<file path="src/rtl/spi_sr_sched_pkg.sv">
// Shared types for the SPI register-access session controller.
// State encoding and command-word field positions.
package spi_sr_sched_pkg;

  localparam int N_DEF = 8;
  localparam int A_DEF = 7;
  localparam int CMD_W_BIT = N_DEF - 1;

  typedef enum logic [2:0] {
    S_IDLE,
    S_CMD,
    S_DECODE,
    S_FETCH,
    S_DATA,
    S_COMMIT,
    S_WAIT_CS
  } state_t;

  function automatic int cmd_w_bit(input int n);
    return n - 1;
  endfunction

endpackage

</file>
<file path="src/rtl/spi_pin_sync.sv">
// Two-flop synchronisers for the SPI pins plus registered edge pulses.
// Edge pulses appear three clk after the pin changes.
module spi_pin_sync (
  input  logic clk,
  input  logic reset_flag,
  input  logic spi_cs_n,
  input  logic spi_sck,
  input  logic spi_mosi,
  output logic cs_n_s,
  output logic mosi_s,
  output logic sck_rise,
  output logic cs_fall,
  output logic cs_rise
);

  logic [2:0] cs_q;
  logic [2:0] sck_q;
  logic [1:0] mosi_q;

  // Sync chains; third stage is the previous value for edge detection.
  always_ff @(posedge clk or posedge reset_flag) begin
    if (reset_flag) begin
      cs_q     <= 3'b111;
      sck_q    <= 3'b000;
      mosi_q   <= 2'b00;
      cs_n_s   <= 1'b1;
      mosi_s   <= 1'b0;
      sck_rise <= 1'b0;
      cs_fall  <= 1'b0;
      cs_rise  <= 1'b0;
    end else begin
      cs_q     <= {cs_q[1:0], spi_cs_n};
      sck_q    <= {sck_q[1:0], spi_sck};
      mosi_q   <= {mosi_q[0], spi_mosi};
      cs_n_s   <= cs_q[1];
      mosi_s   <= mosi_q[1];
      sck_rise <= sck_q[1] & ~sck_q[2];
      cs_fall  <= ~cs_q[1] & cs_q[2];
      cs_rise  <= cs_q[1] & ~cs_q[2];
    end
  end

endmodule

</file>
<file path="src/rtl/spi_sr_sched.sv">
// SPI session controller: sequences the external sr for one
// register read or write per chip-select frame.
module spi_sr_sched
  import spi_sr_sched_pkg::*;
#(
  parameter int N = 8,
  parameter int A = 7,
  parameter logic [N-1:0] STATUS_WORD = N'(8'hA5)
) (
  input  logic         clk,
  input  logic         reset_flag,
  input  logic         spi_cs_n,
  input  logic         spi_sck,
  input  logic         spi_mosi,
  output logic         spi_miso,
  output logic         sr_load,
  output logic         sr_sel,
  output logic         sr_si,
  output logic [N-1:0] sr_data_in,
  input  logic         sr_so,
  input  logic         sr_full,
  input  logic [N-1:0] sr_q,
  output logic [A-1:0] reg_addr,
  output logic         reg_re,
  input  logic [N-1:0] reg_rdata,
  output logic         reg_we,
  output logic [N-1:0] reg_wdata,
  output logic         frame_err
);

  localparam int WB = cmd_w_bit(N);

  logic cs_n_s;
  logic mosi_s;
  logic sck_rise;
  logic cs_fall;
  logic cs_rise;

  state_t state;
  state_t next;
  logic   w_flag;
  logic   fetch_rdy;
  logic   fetch_rdy_n;
  logic   re_set;
  logic   latch;
  logic   fe_set;
  logic   fe_clr;

  spi_pin_sync u_sync (
    .clk        (clk),
    .reset_flag (reset_flag),
    .spi_cs_n   (spi_cs_n),
    .spi_sck    (spi_sck),
    .spi_mosi   (spi_mosi),
    .cs_n_s     (cs_n_s),
    .mosi_s     (mosi_s),
    .sck_rise   (sck_rise),
    .cs_fall    (cs_fall),
    .cs_rise    (cs_rise)
  );

  // State, command latch, read strobe and sticky frame error.
  always_ff @(posedge clk or posedge reset_flag) begin
    if (reset_flag) begin
      state     <= S_IDLE;
      w_flag    <= 1'b0;
      fetch_rdy <= 1'b0;
      reg_re    <= 1'b0;
      reg_addr  <= '0;
      frame_err <= 1'b0;
    end else begin
      state     <= next;
      fetch_rdy <= fetch_rdy_n;
      reg_re    <= re_set;
      if (latch) begin
        reg_addr <= sr_q[A-1:0];
        w_flag   <= sr_q[WB];
      end
      if (fe_clr) begin
        frame_err <= 1'b0;
        reg_addr  <= '0;
      end else if (fe_set) begin
        frame_err <= 1'b1;
      end
    end
  end

  // Next state plus the sr / register-bus strobes.
  always_comb begin
    next        = state;
    sr_load     = 1'b0;
    sr_sel      = 1'b0;
    sr_si       = 1'b0;
    sr_data_in  = STATUS_WORD;
    reg_we      = 1'b0;
    reg_wdata   = '0;
    re_set      = 1'b0;
    latch       = 1'b0;
    fe_set      = 1'b0;
    fe_clr      = 1'b0;
    fetch_rdy_n = 1'b0;
    spi_miso    = 1'b0;
    unique case (state)
      S_IDLE: begin
        if (cs_fall) begin
          sr_load = 1'b1;
          fe_clr  = 1'b1;
          next    = S_CMD;
        end
      end
      S_CMD, S_DATA: begin
        spi_miso = sr_so & ~cs_n_s;
        if (cs_rise) begin
          fe_set = 1'b1;
          next   = S_IDLE;
        end else if (sr_full) begin
          next = (state == S_CMD) ? S_DECODE : S_COMMIT;
        end else if (sck_rise) begin
          sr_sel = 1'b1;
          sr_si  = mosi_s;
        end
      end
      S_DECODE: begin
        spi_miso = sr_so & ~cs_n_s;
        if (cs_rise) begin
          fe_set = 1'b1;
          next   = S_IDLE;
        end else begin
          latch       = 1'b1;
          re_set      = ~sr_q[WB];
          fetch_rdy_n = sr_q[WB];
          next        = S_FETCH;
        end
      end
      S_FETCH: begin
        spi_miso = sr_so & ~cs_n_s;
        if (cs_rise) begin
          fe_set = 1'b1;
          next   = S_IDLE;
        end else if (fetch_rdy) begin
          sr_load    = 1'b1;
          sr_data_in = w_flag ? '0 : reg_rdata;
          next       = S_DATA;
        end else begin
          fetch_rdy_n = 1'b1;
        end
      end
      S_COMMIT: begin
        if (cs_rise) begin
          next = S_IDLE;
        end else begin
          reg_we    = w_flag;
          reg_wdata = w_flag ? sr_q : '0;
          next      = S_WAIT_CS;
        end
      end
      S_WAIT_CS: begin
        if (cs_rise) next = S_IDLE;
      end
      default: next = S_IDLE;
    endcase
  end

endmodule

</file>
<file path="config.mk">
export PLATFORM = sky130hd
export DESIGN_NAME = spi_sr_sched
export DESIGN_NICKNAME = d
export VERILOG_FILES = /design/src/rtl/spi_sr_sched_pkg.sv /design/src/rtl/spi_pin_sync.sv /design/src/rtl/spi_sr_sched.sv
export SDC_FILE = /design/constraint.sdc
export NUM_CORES = 1
export LEC_CHECK = 0
export CAP_MARGIN = 20
export CORE_UTILIZATION = 30
export CTS_CLUSTER_DIAMETER = 60
export DETAILED_ROUTE_END_ITERATION = 16
export GPL_ROUTABILITY_DRIVEN = 0
export SLEW_MARGIN = 15
export SYNTH_ARGS = -nofsm -noshare
export SYNTH_HDL_FRONTEND = slang
export SYNTH_SLANG_ARGS = --single-unit
export TNS_END_PERCENT = 5
</file>
<file path="constraint.sdc">
create_clock -name clk -period 1.7 [get_ports clk]
set_input_delay 0.425 -clock clk [delete_from_list [all_inputs] [get_ports clk]]
set_output_delay 0.425 -clock clk [all_outputs]
set_load 0.02 [all_outputs]
</file>
==> results of run 1 <==
==> worst max-delay path: stages, from the launching register on <==
cell and delay, ns:
dfrtp_1 0.41, or3b_4 0.44, nor3_4 0.18, and2_4 0.18
buf_6 0.11
==> flip-flops by register name, summed over array words and instances, names as in the netlist <==
register,flops
fetch_rdy,1
frame_err,1
reg_addr,7
reg_re,1
state,3
u_sync.cs_fall,1
u_sync.cs_n_s,1
u_sync.cs_q,2
u_sync.cs_rise,1
u_sync.mosi_q,2
u_sync.mosi_s,1
u_sync.sck_q,3
u_sync.sck_rise,1
w_flag,1
==> kinds of logic after synthesis <==
group           count (synthesis)  share of synthesized area
mux                             2                     0.0215
simple gates                   35                      0.212
buf+inv                        10                     0.0484
compound gates                 24                      0.148
xor+xnor                        1                    0.00753
flops                          26                      0.562
==> placed cells by master (no fill, tap or decap), types with 4 or more instances in the layout <==
master	count
buf_4	28
clkdlybuf4s50_1	27
dfrtp_1	22
buf_6	9
a22o_1	7
and2_1	7
inv_1	6
buf_2	6
and2_4	5
o21ai_1	5
dlymetal6s2s_1	4
==> final cells by class <==
class                           count  area [um2]  share of cell area
Tap cell                           48        60.1              0.0295
Timing Repair Buffer               76         693               0.340
Clock inverter                      1        30.0              0.0147
Sequential cell                    26         656               0.322
Multi-Input combinational cell     63         536               0.263
Inverter                            6        22.5              0.0110
Clock buffer                        3        41.3              0.0203
==> power breakdown <==
| part | switching (mW) | total, mW | internal [mW] |
|---|---|---|---|
| logic | 0.588 | 1.24 | 0.656 |
| registers | 0.120 | 0.898 | 0.778 |
| clock network | 0.185 | 0.499 | 0.315 |
| total | 0.893 | 2.64 | 1.75 |
==> cell usage after synthesis, types with 2 or more instances <==
cell	count
a21oi_1	3
a22o_1	7
and2_1	13
dfrtp_1	23
dfstp_2	3
inv_1	6
nand2_1	4
nand2b_1	3
nor2_1	3
nor2b_1	3
nor3_1	2
o21ai_0	6
==> metal layers <==
| layer | vias up | routed length, um | part of all wire | global-route usage |
|---|---|---|---|---|
| li1 | 496 | - | - | - |
| met1 | 515 | 1180 | 0.41 | 0.182 |
| met2 | 44 | 1410 | 0.50 | 0.253 |
| met3 | 3 | 237 | 0.083 | 0.0339 |
| met4 | 0 | 19 | 0.0067 | 0.0472 |
| met5 | - | 0 | 0 | 0 |
==> metrics by stage <==
step / instances / instance area [um2] / utilization
after floorplan: 98 / 1190 / -
after global placement: 217 / 1920 / 0.522
after detailed placement: 217 / 1920 / 0.522
after CTS: 223 / 2030 / 0.550
after global routing: 223 / 2040 / 0.553
final: 223 / 2040 / 0.553
==> worst min path at each step <==
stage / start / endpoint / slack, ns / depth (start not counted)
floorplan: u_sync.mosi_q[0] / u_sync.mosi_q[1] / 0.33 / 0
global placement: u_sync.mosi_q[0] / u_sync.mosi_q[1] / 0.34 / 0
detailed placement: u_sync.mosi_q[1] / u_sync.mosi_s / 0.34 / 0
CTS: u_sync.mosi_q[1] / u_sync.mosi_s / 0.36 / 0
global route: u_sync.mosi_q[1] / u_sync.mosi_s / 0.37 / 0
finish: u_sync.mosi_q[1] / u_sync.mosi_s / 0.36 / 0
==> what timing repair did <==
item / in CTS / in global routing
pin swaps: 12 / 1
endpoints found under the hold margin: 0 / 0
buffers inserted: 1 / 0
resized for setup: 117 / 4
endpoints found under the setup margin: 21 / 25
cloned: 1 / 0
==> metrics.cfg, run 1 <==
[detailed_routing]
drt-total-wl_um=2850
avgRoutedWirePerCell_um=12.8
first_pass_iters=4
viasPerCell=4.74
drt_iter0_drc=21
drc=0
final_antenna_net_count=0
num_vias=1058

[synth]
netlist.area_leader.share=0.495
synthesis.nets=121
netlist_instances=98
synth_edf_count=0
synth_seq_cells=26
synth_area_um2=1160
avgSynthCellArea_um2=11.9
yosysUniqueCellTypes=34
netlist_top_cells_area=dfrtp_1 49%, and2_1 7.0%, dfstp_2 6.8%
ys.flop_type=dfrtp_1
async_flop_share=1.00
ys_seq_area_frac=0.562
synth_top_area_cell=dfrtp_1
ys_warn_count=0

[die]
fp.dieW_um=64.3
die-area_um2=4130
core_area_um2=3690
die_y_um=64.3
io_pins=53
start_util=0.315
rows=22

[setup_path]
worstPathArrival_ns=1.57
worst_setup_path_start_kind=register
setup.worst_path.start=state[1]
endpoint_kind=primary output
crit_fanout=4
crit_end=sr_data_in[3]
r2r_cells=4
r2r-end=w_flag
r2r_slack_ns=0.18
path_class=reg2out
required_ns=1.27
r2r-start=state[1]

[timing]
setup_violations=21
holdWs_ns=0.357
timing.setup.tns_ns=-4.49
finalCritPeriodShare=1.18
fin_skew_ns=0.00262
max_freq_mhz=500
slew_headroom=0.745
fin_ws_ns=-0.298
finalHoldViolations=0
period_minus_slack_ns=2.00
tightest_slew_ns=0.381
rsz0062_at_grt=yes
drv_slew=0

[grt]
antenna_found_initial=0
grt_pass1_vias=1091
grt_max_degree=16
grt_usage=0.148
grt_pass1_wl_um=4850
grt_overflow=0

[power_and_ir_drop]
power.total_mw=2.64
powerDensity_nw_per_um2=1300
ir_worst_vdd_v=0.000576
p_leak_nw=0.985

[cells_and_area]
n_antenna_cell=0
syn2layout_area_growth_pct=75.2
fin_nets=199
num-fill-cells=326
drive_gt1_frac=0.423

[clock_tree]
clk_path_buf_depth=2
htreeDepth=1
clk_pin_slew_ns=0.09
cts_sinks=26
cts_made_buffers=3
root_buffer=clkbuf_8
clock_latency_ns=0.26
cts_tree=built
ctsHoldBuffers=0

[status]
violations=negative setup slack
status=finished, violations left

[place]
pre_cts_slack_ns=-0.688
portBuffers=52
dpl.hpwl_um=2200

[min_path]
worstHoldPathType=reg2reg

[job]
cap_violations=0

No activity file was read; power rests on OpenSTA's default activity.
==> inputs of run 2 (changes only) <==
--- a/config.mk
+++ b/config.mk
@@ -5,9 +5,7 @@
 export SDC_FILE = /design/constraint.sdc
 export NUM_CORES = 1
 export LEC_CHECK = 0
-export CAP_MARGIN = 20
 export CORE_UTILIZATION = 30
-export CTS_CLUSTER_DIAMETER = 60
 export DETAILED_ROUTE_END_ITERATION = 16
 export GPL_ROUTABILITY_DRIVEN = 0
 export SLEW_MARGIN = 15
==> results of run 2 <==
Same layout as run 1: the final DEF is identical, and so are final timing and power.
